===== src/rtl/train_center_cal_tx_pkg.sv =====
// Shared MBTRAIN definitions for the train-center-calibration initiator:
// sideband message codes, FSM state encoding, timeout default and output bundle.
package train_center_cal_tx_pkg;

    localparam int unsigned TC_TIMEOUT_DEFAULT = 8000000;

    typedef enum logic [3:0] {
        SB_NONE       = 4'b0000,
        SB_START_REQ  = 4'b0001,
        SB_START_RESP = 4'b0010,
        SB_END_REQ    = 4'b0011,
        SB_END_RESP   = 4'b0100
    } sb_msg_e;

    typedef enum logic [2:0] {
        ST_IDLE,
        ST_SEND_START_REQ,
        ST_WAIT_START_RESP,
        ST_POINT_TEST,
        ST_SEND_END_REQ,
        ST_WAIT_END_RESP,
        ST_TEST_FINISHED
    } tc_state_e;

    typedef struct packed {
        logic [3:0]  msg;
        logic        pt_en;
        logic        sweep_en;
        logic [15:0] lanes;
        logic        test_ack;
        logic        timeout;
    } tc_out_t;

    function automatic logic is_send(input tc_state_e s);
        return (s == ST_SEND_START_REQ) || (s == ST_SEND_END_REQ);
    endfunction

    function automatic logic is_wait(input tc_state_e s);
        return (s == ST_WAIT_START_RESP) || (s == ST_WAIT_END_RESP);
    endfunction

endpackage


===== src/rtl/train_center_cal_tx_sb_valid_arbiter.sv =====
// Sideband transmit-mux request: pending flag, valid, and valid falling-edge
// detect. The TX side keeps the mux once it has it; the partner FSM defers.
module sb_valid_arbiter (
    input  logic clk,
    input  logic rst_n,
    input  logic clear,
    input  logic start,
    input  logic busy_negedge,
    input  logic valid_rx,
    output logic valid_tx,
    output logic valid_fall
);

    logic pending_q;
    logic valid_q;
    logic valid_d1_q;

    // NOTE: reset is sampled on the clock edge (synchronous), and all state
    // updates use non-blocking assignments so every flop sees pre-edge values.
    always_ff @(posedge clk) begin
        if (!rst_n || clear) begin
            pending_q  <= 1'b0;
            valid_q    <= 1'b0;
            valid_d1_q <= 1'b0;
        end else begin
            valid_d1_q <= valid_q;

            // A busy edge only retires our request if we actually own the mux.
            if (start) begin
                pending_q <= 1'b1;
            end else if (busy_negedge && valid_q) begin
                pending_q <= 1'b0;
            end

            if (valid_q) begin
                if (busy_negedge) begin
                    valid_q <= 1'b0;
                end
            end else if (pending_q && !valid_rx) begin
                valid_q <= 1'b1;
            end
        end
    end

    assign valid_tx   = valid_q;
    assign valid_fall = valid_d1_q && !valid_q;

endmodule


===== src/rtl/train_center_cal_tx.sv =====
// MBTRAIN train-center-calibration initiator: start req/resp handshake,
// local point test or eye sweep, end req/resp, then done acknowledge.
module train_center_cal_tx
    import train_center_cal_tx_pkg::*;
#(
    parameter int unsigned TIMEOUT_CYCLES = TC_TIMEOUT_DEFAULT
) (
    input  logic        clk,
    input  logic        rst_n,
    input  logic        i_en,
    input  logic [3:0]  i_decoded_sideband_message,
    input  logic        i_sideband_valid,
    input  logic        i_busy_negedge_detected,
    input  logic        i_valid_rx,
    input  logic        i_lfsr_or_perlane,
    input  logic        i_pt_done,
    input  logic [15:0] i_tx_lanes_result,
    output logic [3:0]  o_sideband_message,
    output logic        o_valid_tx,
    output logic        o_pt_en,
    output logic        o_eye_width_sweep_en,
    output logic [15:0] o_lanes_result,
    output logic        o_test_ack,
    output logic        o_timeout
);

    localparam int unsigned CNT_W = (TIMEOUT_CYCLES > 0) ? $clog2(TIMEOUT_CYCLES + 1) : 1;
    localparam logic [CNT_W-1:0] CNT_LAST = CNT_W'(TIMEOUT_CYCLES - 1);

    tc_state_e        state_q, state_d;
    tc_out_t          out_q, out_d;
    logic [CNT_W-1:0] cnt_q, cnt_d;
    logic             send_start;
    logic             valid_fall;
    logic             timeout_hit;
    logic             resp_start;
    logic             resp_end;

    assign timeout_hit = (TIMEOUT_CYCLES != 0) && (cnt_q == CNT_LAST);
    assign resp_start  = i_sideband_valid && (i_decoded_sideband_message == SB_START_RESP);
    assign resp_end    = i_sideband_valid && (i_decoded_sideband_message == SB_END_RESP);

    // NOTE: every signal driven here gets a default first so no path can
    // leave it unassigned and infer a latch.
    always_comb begin
        state_d = state_q;
        out_d   = out_q;

        case (state_q)
            ST_IDLE: begin
                if (i_en) begin
                    state_d   = ST_SEND_START_REQ;
                    out_d.msg = SB_START_REQ;
                end
            end
            ST_SEND_START_REQ: begin
                if (valid_fall) begin
                    state_d = ST_WAIT_START_RESP;
                end
            end
            ST_WAIT_START_RESP: begin
                if (resp_start) begin
                    state_d        = ST_POINT_TEST;
                    out_d.pt_en    = 1'b1;
                    out_d.sweep_en = !i_lfsr_or_perlane;
                end else if (timeout_hit) begin
                    state_d        = ST_TEST_FINISHED;
                    out_d.msg      = SB_NONE;
                    out_d.test_ack = 1'b1;
                    out_d.timeout  = 1'b1;
                end
            end
            ST_POINT_TEST: begin
                if (i_pt_done) begin
                    state_d        = ST_SEND_END_REQ;
                    out_d.pt_en    = 1'b0;
                    out_d.sweep_en = 1'b0;
                    out_d.lanes    = i_tx_lanes_result;
                    out_d.msg      = SB_END_REQ;
                end else begin
                    out_d.pt_en    = 1'b1;
                    out_d.sweep_en = !i_lfsr_or_perlane;
                end
            end
            ST_SEND_END_REQ: begin
                if (valid_fall) begin
                    state_d = ST_WAIT_END_RESP;
                end
            end
            ST_WAIT_END_RESP: begin
                if (resp_end) begin
                    state_d        = ST_TEST_FINISHED;
                    out_d.msg      = SB_NONE;
                    out_d.test_ack = 1'b1;
                end else if (timeout_hit) begin
                    state_d        = ST_TEST_FINISHED;
                    out_d.msg      = SB_NONE;
                    out_d.test_ack = 1'b1;
                    out_d.timeout  = 1'b1;
                end
            end
            ST_TEST_FINISHED: begin
                state_d = ST_TEST_FINISHED;
            end
            default: begin
                state_d = ST_IDLE;
                out_d   = '0;
            end
        endcase

        // Dropping the enable wins over anything the state decided this cycle.
        if (!i_en) begin
            state_d = ST_IDLE;
            out_d   = '0;
        end
    end

    // Counter restarts on every state change and only runs inside WAIT_*.
    always_comb begin
        cnt_d = '0;
        if ((state_d == state_q) && is_wait(state_q)) begin
            cnt_d = cnt_q + 1'b1;
        end
    end

    assign send_start = is_send(state_d) && (state_d != state_q);

    always_ff @(posedge clk) begin
        if (!rst_n) begin
            state_q <= ST_IDLE;
            out_q   <= '0;
            cnt_q   <= '0;
        end else begin
            state_q <= state_d;
            out_q   <= out_d;
            cnt_q   <= cnt_d;
        end
    end

    sb_valid_arbiter u_valid_arb (
        .clk          (clk),
        .rst_n        (rst_n),
        .clear        (!i_en),
        .start        (send_start),
        .busy_negedge (i_busy_negedge_detected),
        .valid_rx     (i_valid_rx),
        .valid_tx     (o_valid_tx),
        .valid_fall   (valid_fall)
    );

    assign o_sideband_message   = out_q.msg;
    assign o_pt_en              = out_q.pt_en;
    assign o_eye_width_sweep_en = out_q.sweep_en;
    assign o_lanes_result       = out_q.lanes;
    assign o_test_ack           = out_q.test_ack;
    assign o_timeout            = out_q.timeout;

endmodule


===== config.mk =====
export PLATFORM = sky130hd
export DESIGN_NAME = train_center_cal_tx
export DESIGN_NICKNAME = d
export VERILOG_FILES = /design/src/rtl/train_center_cal_tx_pkg.sv /design/src/rtl/train_center_cal_tx_sb_valid_arbiter.sv /design/src/rtl/train_center_cal_tx.sv
export SDC_FILE = /design/constraint.sdc
export NUM_CORES = 1
export LEC_CHECK = 0
export BUFFER_PORTS_ARGS = -buffer_cell sky130_fd_sc_hd__buf_2
export CAP_MARGIN = 20
export CORE_ASPECT_RATIO = 1.2
export CORE_MARGIN = 3
export CORE_UTILIZATION = 45
export CTS_CLUSTER_DIAMETER = 80
export DETAILED_ROUTE_END_ITERATION = 10
export HOLD_SLACK_MARGIN = 0.05
export PLACE_DENSITY = 0.72
export SLEW_MARGIN = 5
export SYNTH_ARGS = -nofsm -noshare
export SYNTH_HDL_FRONTEND = slang
export SYNTH_SLANG_ARGS = --single-unit

===== constraint.sdc =====
create_clock -name clk -period 2.3 [get_ports clk]
set_input_delay 0.345 -clock clk [delete_from_list [all_inputs] [get_ports clk]]
set_output_delay 0.345 -clock clk [all_outputs]
set_load 0.02 [all_outputs]

After elaboration in Yosys (flattened, before gate mapping)
Index checks and enable logic that the tools add are counted.
{"block": "word_totals", "ff_bits": 53, "output_inout_bits": 25, "input_bits": 28, "word_cells": 89}
{"block": "op_classes", "bitwise": 4, "n_addsub": 1, "mux": 28, "n_reduce_logical": 28, "eq_ne": 17}
{"op": "one-hot mux 16 bit (2 select lines)", "n": 1}
{"op": "adder 23 x 1 -> 23 bit (second input constant)", "n": 1}
{"op": "equality test 23 bit (second input constant)", "n": 1}
{"op": "2-to-1 mux 3 bit", "n": 7}
{"op": "one-hot mux 3 bit (7 select lines)", "n": 1}
{"op": "one-hot mux 4 bit (5 select lines)", "n": 1}
{"op": "2-to-1 mux 16 bit", "n": 1}
{"op": "2-to-1 mux 4 bit", "n": 4}
{"op": "equality test 3 bit (second input constant)", "n": 4}
{"op": "one-hot mux 2 bit (3 select lines)", "n": 2}
{"op": "AND reduction 2 bit", "n": 5}
{"op": "OR reduction 5 bit", "n": 2}
{"op": "2-to-1 mux 2 bit", "n": 4}
{"op": "!= test 2 bit (second input constant)", "n": 4}
{"op": "logical AND 1 bit", "n": 7}
{"op": "2-to-1 mux 1 bit", "n": 7}
{"op": "equality test 3 x 1 -> 1 bit (second input constant)", "n": 2}
{"op": "equality test 3 x 2 -> 1 bit (second input constant)", "n": 2}
{"op": "AND reduction 3 bit", "n": 2}
{"op": "OR reduction 6 bit", "n": 1}
{"op": "logical NOT 1 bit", "n": 5}
{"op": "equality test 4 x 2 -> 1 bit (second input constant)", "n": 1}
{"op": "equality test 4 x 3 -> 1 bit (second input constant)", "n": 1}
{"op": "inverter 1 bit", "n": 4}
{"op": "other kinds (6)", "n": 8}

Longest topological paths before layout
{"block": "logic_depth", "ltp_word": 9, "ltp_mapped": 8, "mapped_depth_nobuf": 7}

By module
From an unflattened synthesis, not the netlist that was laid out.
{"block": "hier_totals", "hier_cells": 313, "hier_area_um2": 2710.1}
{"mod": "train_center_cal_tx", "area_per_inst_um2": 2588.7, "cells_each": 301, "seq_area_each_um2": 1001.0, "instances": 1}
{"mod": "sb_valid_arbiter", "area_per_inst_um2": 121.4, "cells_each": 12, "seq_area_each_um2": 60.1, "instances": 1}

Worst setup path after synthesis
No wires, ideal clock.
{"block": "synth_path", "kind": "reg2reg", "startpoint": "reg cnt_q[14]", "endpoint": "reg cnt_q[12]", "required_ps": 2185, "setup_ps": 115, "path_buffers": 1, "arrival_ps": 1761, "setup_slack_ps": 425, "synth_period_minus_slack_ps": 1875, "stages_incl_launch_ff": 8, "cell_sequence": "dfxtp_1 -> or4_4 -> nor4_4 -> o2bb2ai_1 -> a221oi_2 -> nand2_1 -> buf_4 -> nor2_1"}
{"block": "synth_via", "elab_chain_cells": 8, "elab_cells_between_ends": 9, "classes_between": "eq/ne (2); mux (5); reduce/logical (2)"}
{"item": "start, declared", "line_no": "train_center_cal_tx.sv:32", "rtl": "logic [CNT_W-1:0] cnt_q, cnt_d;"}
{"item": "start signal, assigned", "line_no": "train_center_cal_tx.sv:136", "rtl": "cnt_q <= cnt_d;"}
{"item": "equality test 23 bit (*)", "line_no": "train_center_cal_tx.sv:39", "rtl": "assign timeout_hit = (TIMEOUT_CYCLES != 0) && (cnt_q == CNT_LAST);"}
{"item": "2-to-1 mux 3 bit (*)", "line_no": "train_center_cal_tx.sv:66, train_center_cal_tx.sv:95"}
{"item": "2-to-1 mux 3 bit (on tied branches)", "line_no": "train_center_cal_tx.sv:91, train_center_cal_tx.sv:62"}
{"item": "one-hot mux 3 bit (7 select lines) (*)", "line_no": "train_center_cal_tx.sv:49", "rtl": "case (state_q)"}
{"item": "2-to-1 mux 3 bit (*)", "line_no": "train_center_cal_tx.sv:112", "rtl": "if (!i_en) begin"}
{"item": "equality test 3 bit (*)", "line_no": "train_center_cal_tx.sv:121", "rtl": "if ((state_d == state_q) && is_wait(state_q)) begin"}
{"item": "logical AND 1 bit (*)", "line_no": "train_center_cal_tx.sv:121"}
{"item": "AND reduction 2 bit (no source line) (*)"}
Every way passes the cells marked *; elsewhere a longest branch is shown, timed or not.
A chain may end at the register's enable or synchronous reset.

Final worst setup path
{"block": "layout_path", "startpoint": "reg state_q[1]", "endpoint": "reg cnt_q[10]"}
{"block": "layout_via", "elab_chain_cells": 7, "elab_cells_between_ends": 19, "classes_between": "eq/ne (7); mux (8); reduce/logical (4)"}
{"item": "start, declared", "line_no": "train_center_cal_tx.sv:30", "rtl": "tc_state_e state_q, state_d;"}
{"item": "start signal, assigned", "line_no": "train_center_cal_tx.sv:134", "rtl": "state_q <= state_d;"}
{"item": "2-to-1 mux 3 bit", "line_no": "train_center_cal_tx.sv:66, train_center_cal_tx.sv:95"}
{"item": "2-to-1 mux 3 bit (on tied branches)", "line_no": "train_center_cal_tx.sv:91, train_center_cal_tx.sv:62"}
{"item": "one-hot mux 3 bit (7 select lines)", "line_no": "train_center_cal_tx.sv:49"}
{"item": "2-to-1 mux 3 bit", "line_no": "train_center_cal_tx.sv:112"}
{"item": "equality test 3 bit", "line_no": "train_center_cal_tx.sv:121"}
{"item": "logical AND 1 bit (*)", "line_no": "train_center_cal_tx.sv:121"}
{"item": "AND reduction 2 bit (no source line) (*)"}
Marked as above.

==> metrics.log <==
INFO  metric endpoint_kind = flip-flop
INFO  metric avgViaCountPerCell = 5.40
INFO  metric fmax = 477 MHz
INFO  metric tritoncts_num_sinks = 53
INFO  metric ys_ff_latch = 53
INFO  metric timing.critical_path.from_type = flip-flop
INFO  metric r2r_start = state_q[1]$_SDFF_PN0_
INFO  metric final_net_count = 359
INFO  metric detailedRoute.firstPassIterationCount = 4
INFO  metric die_height = 85.0 µm
INFO  metric cts.repair.resized = 0
INFO  metric post-synth-top-area-cell = dfxtp_1
INFO  metric grt_pass1_vias = 2,012
INFO  metric timing.final.crit_share = 91.2%
INFO  metric total_wire_length = 5190 µm
INFO  metric h-tree-depth = 2
INFO  metric edff_count_synth = 0
INFO  metric detailedRoute.firstIterationViolations = 227
INFO  metric synth_largest_type_area_fraction = 45.3%
INFO  metric yosys_warnings = 0
INFO  metric yosysSeqAreaShare = 45.3%
INFO  metric route.vias.total = 2,110
INFO  metric netlist-cell-type-count = 52
INFO  metric port-buffer-count = 52
INFO  metric criticalPathCategory = flip-flop to flip-flop
INFO  metric avgRoutedWirePerCell = 13.3 µm
INFO  metric post_synth_most_frequent_cells = 59 x nor2_1, 53 x dfxtp_1, 19 x nand2_1, 16 x a22oi_1, 14 x a21oi_1
INFO  metric worst_slew_pin_slew = 0.455 ns
INFO  metric critPathMostFrequentCell = nor2_1
INFO  metric syn_to_final_growth = 19.9%
INFO  metric clkTransAtPathRegs = 0.11 ns
INFO  metric num_antenna_cells = 0
INFO  metric final-hold-violation-count = 0
INFO  metric layout-drive-gt1-share = 24.5%
INFO  metric max-clock-path-buffers = 2
INFO  metric grt_max_degree = 23
INFO  metric root_buffer = clkbuf_8
INFO  metric clock_tree_from_tritoncts = built
INFO  metric worst_clk_skew = 0.0153 ns
INFO  metric floorplan.core_area = 4970 µm²
INFO  metric crit_path_start = state_q[1]$_SDFF_PN0_
INFO  metric numCtsBuffers = 5
INFO  metric initial_utilization = 47.0%
INFO  metric setup_slack = 0.202 ns
INFO  metric mappedNetlistNets = 300
INFO  metric crit_path_max_fanout = 22
INFO  metric drtAntennaViolNets = 0
INFO  metric cts_hold_repair.buffers = 0
INFO  metric die_area = 6100 µm²
INFO  metric ys_dominant_reg_cell = dfxtp_1
INFO  metric drc = 0
INFO  metric holdCritPathClass = input pin to flip-flop
INFO  metric final_critical_path_time_including_i_o_delays_and_setup = 2.10 ns
INFO  metric max_cap_viol_count = 0
INFO  metric clock_insertion_delay_worst_skew = 0.31 ns
INFO  metric p_per_area = 555 nW/µm²
INFO  metric syn_inst = 271
INFO  metric critical_path_required = 2.54 ns
INFO  metric timing.setup.tns = 0 ns
INFO  metric max_slew_margin = 69.3%
INFO  metric timing.critical_path.cells = nor2_1 -> a211oi_1 -> o21ai_0 -> a221oi_2 -> nand2_1 -> buf_4 -> nor2_1
INFO  metric postSynthAreaPerCell = 8.63 µm²
INFO  metric rsz0062_at_grt = no
INFO  metric vdd_drop_max = 0.000432 V
INFO  metric globalRouteOverflowTotal = 0
INFO  metric holdCritStartpoint = i_tx_lanes_result[10]
INFO  metric run_status = finished, final reports clean
INFO  metric postCtsSetupRepairBufs = 0
INFO  metric worstPathArrival = 2.34 ns
INFO  metric floorplan.io_pins = 53
INFO  metric detailedPlace.worstSlack = 0.281 ns
INFO  metric post-dp-hpwl = 3710 µm
INFO  metric timing_max_transition_violations_final = 0
INFO  metric grt_usage = 17.8%
INFO  metric place.gp.congestion = 0.878
INFO  metric synth.area.top_cells = dfxtp_1 45%, nor2_1 9.5%, a22oi_1 5.1%, xor2_1 4.5%, xnor2_1 3.7%
INFO  metric synthesis.area = 2340 µm²
INFO  metric worst_path_largest_cell_delay = 0.62 ns
INFO  metric antenna_found_initial = 0
INFO  metric grt_pass1_wl = 9000 µm
INFO  metric synth_most_common_cell = nor2_1
INFO  metric crit_slowest_cell = dfxtp_1
INFO  metric die-width = 71.8 µm
INFO  metric power.leakage = 0.00107 µW
INFO  metric placement_rows = 28
INFO  metric report.final.setup_viol = 0
INFO  metric fraction_of_synthesis_flops_using_an_asynchronous_set_or_reset_pin = 0%
-- placed cells by master (no fill, tap or decap), types with 2 or more instances in the layout --
cell type and instances:
nor2_1 59, dfxtp_1 53, buf_2 52, nand2_1 19, a22oi_1 16, a21oi_1 14, nand3_1 13, xor2_1 12
buf_4 11, xnor2_1 10, o21ai_0 7, inv_1 5, and3_1 5, clkbuf_8 5, nand4_1 3, nor3_1 3
nand4b_1 2, a31oi_1 2, nor4b_1 2, and2_1 2, nor4_1 2
-- metal layers --
metal,global-route usage (%),share of wire (%)
met1,23.9,46
met2,28.1,46
met3,3.55,4.7
met4,6.67,2.6
met5,0,0
-- final timing paths --
check | cells past startpoint | to | slack (ns)
worst min register to register | 1 | cnt_q[0]$_SDFF_PN0_ | 0.46
worst max register to register | 7 | cnt_q[10]$_SDFF_PN0_ | 0.20
worst max-delay path | 7 | cnt_q[10]$_SDFF_PN0_ | 0.20
worst min-delay path | 3 | o_lanes_result[10]$_SDFFE_PN0P_ | 0.26
-- stage by stage --
step / power, µW / util, % / std cells / area, µm² / hold slack, ns
3_5_place_dp: 1010 / 54.3 / 382 / 2700 / 0.444
5_1_grt: 1620 / 56.4 / 391 / 2810 / 0.255
3_3_place_gp: 1010 / 54.3 / 382 / 2700 / 0.428
4_1_cts: 1570 / 56.2 / 390 / 2800 / 0.249
6_report: 1560 / 56.4 / 391 / 2810 / 0.259
2_1_floorplan: 975 / - / 271 / 2340 / 0.417
-- registers in the layout, summed over array words and instances (netlist names) --
name and cells:
o_sideband_message 4, o_lanes_result 16, o_eye_width_sweep_en 1, o_timeout 1, u_valid_arb.valid_tx 1, state_q 3, o_pt_en 1, u_valid_arb.valid_d1_q 1
u_valid_arb.pending_q 1, cnt_q 23, o_test_ack 1
-- final cells by class --
type | instances | area [µm²]
clock buffers | 5 | 68.8
clock inverters | 3 | 28.8
fillers | 461 | 2170
inverters | 5 | 18.8
multi-input cells | 202 | 1210
flip-flops and latches | 53 | 1060
well taps | 60 | 75.1
repair buffers | 63 | 343
-- cell families after synthesis --
group                      synth area share, %
and+or+nand+nor                           27.0
AOI/OAI and AO/OA                         15.6
DFF                                       45.3
xor gates and xnor gates                  8.24
buffers and inverters                     2.94
muxes                                    0.428
adders and majority gates                0.535
-- critical path, delay by kind of cell, from the launching register on --
| kind | cells | cell delay (ns) |
|---|---|---|
| AOI/OAI and AO/OA | 3 | 0.79 |
| DFF | 1 | 0.62 |
| and+or+nand+nor | 3 | 0.39 |
| buffers and inverters | 1 | 0.21 |
-- power by group --
part           internal, µW  total (µW)  leakage, µW  switching (µW)
clock network           228         563    0.0000506             335
registers               921         924     0.000427            3.46
logic                  31.8        70.5     0.000592            38.7
Note: power is estimated with default switching activity, not from simulation.
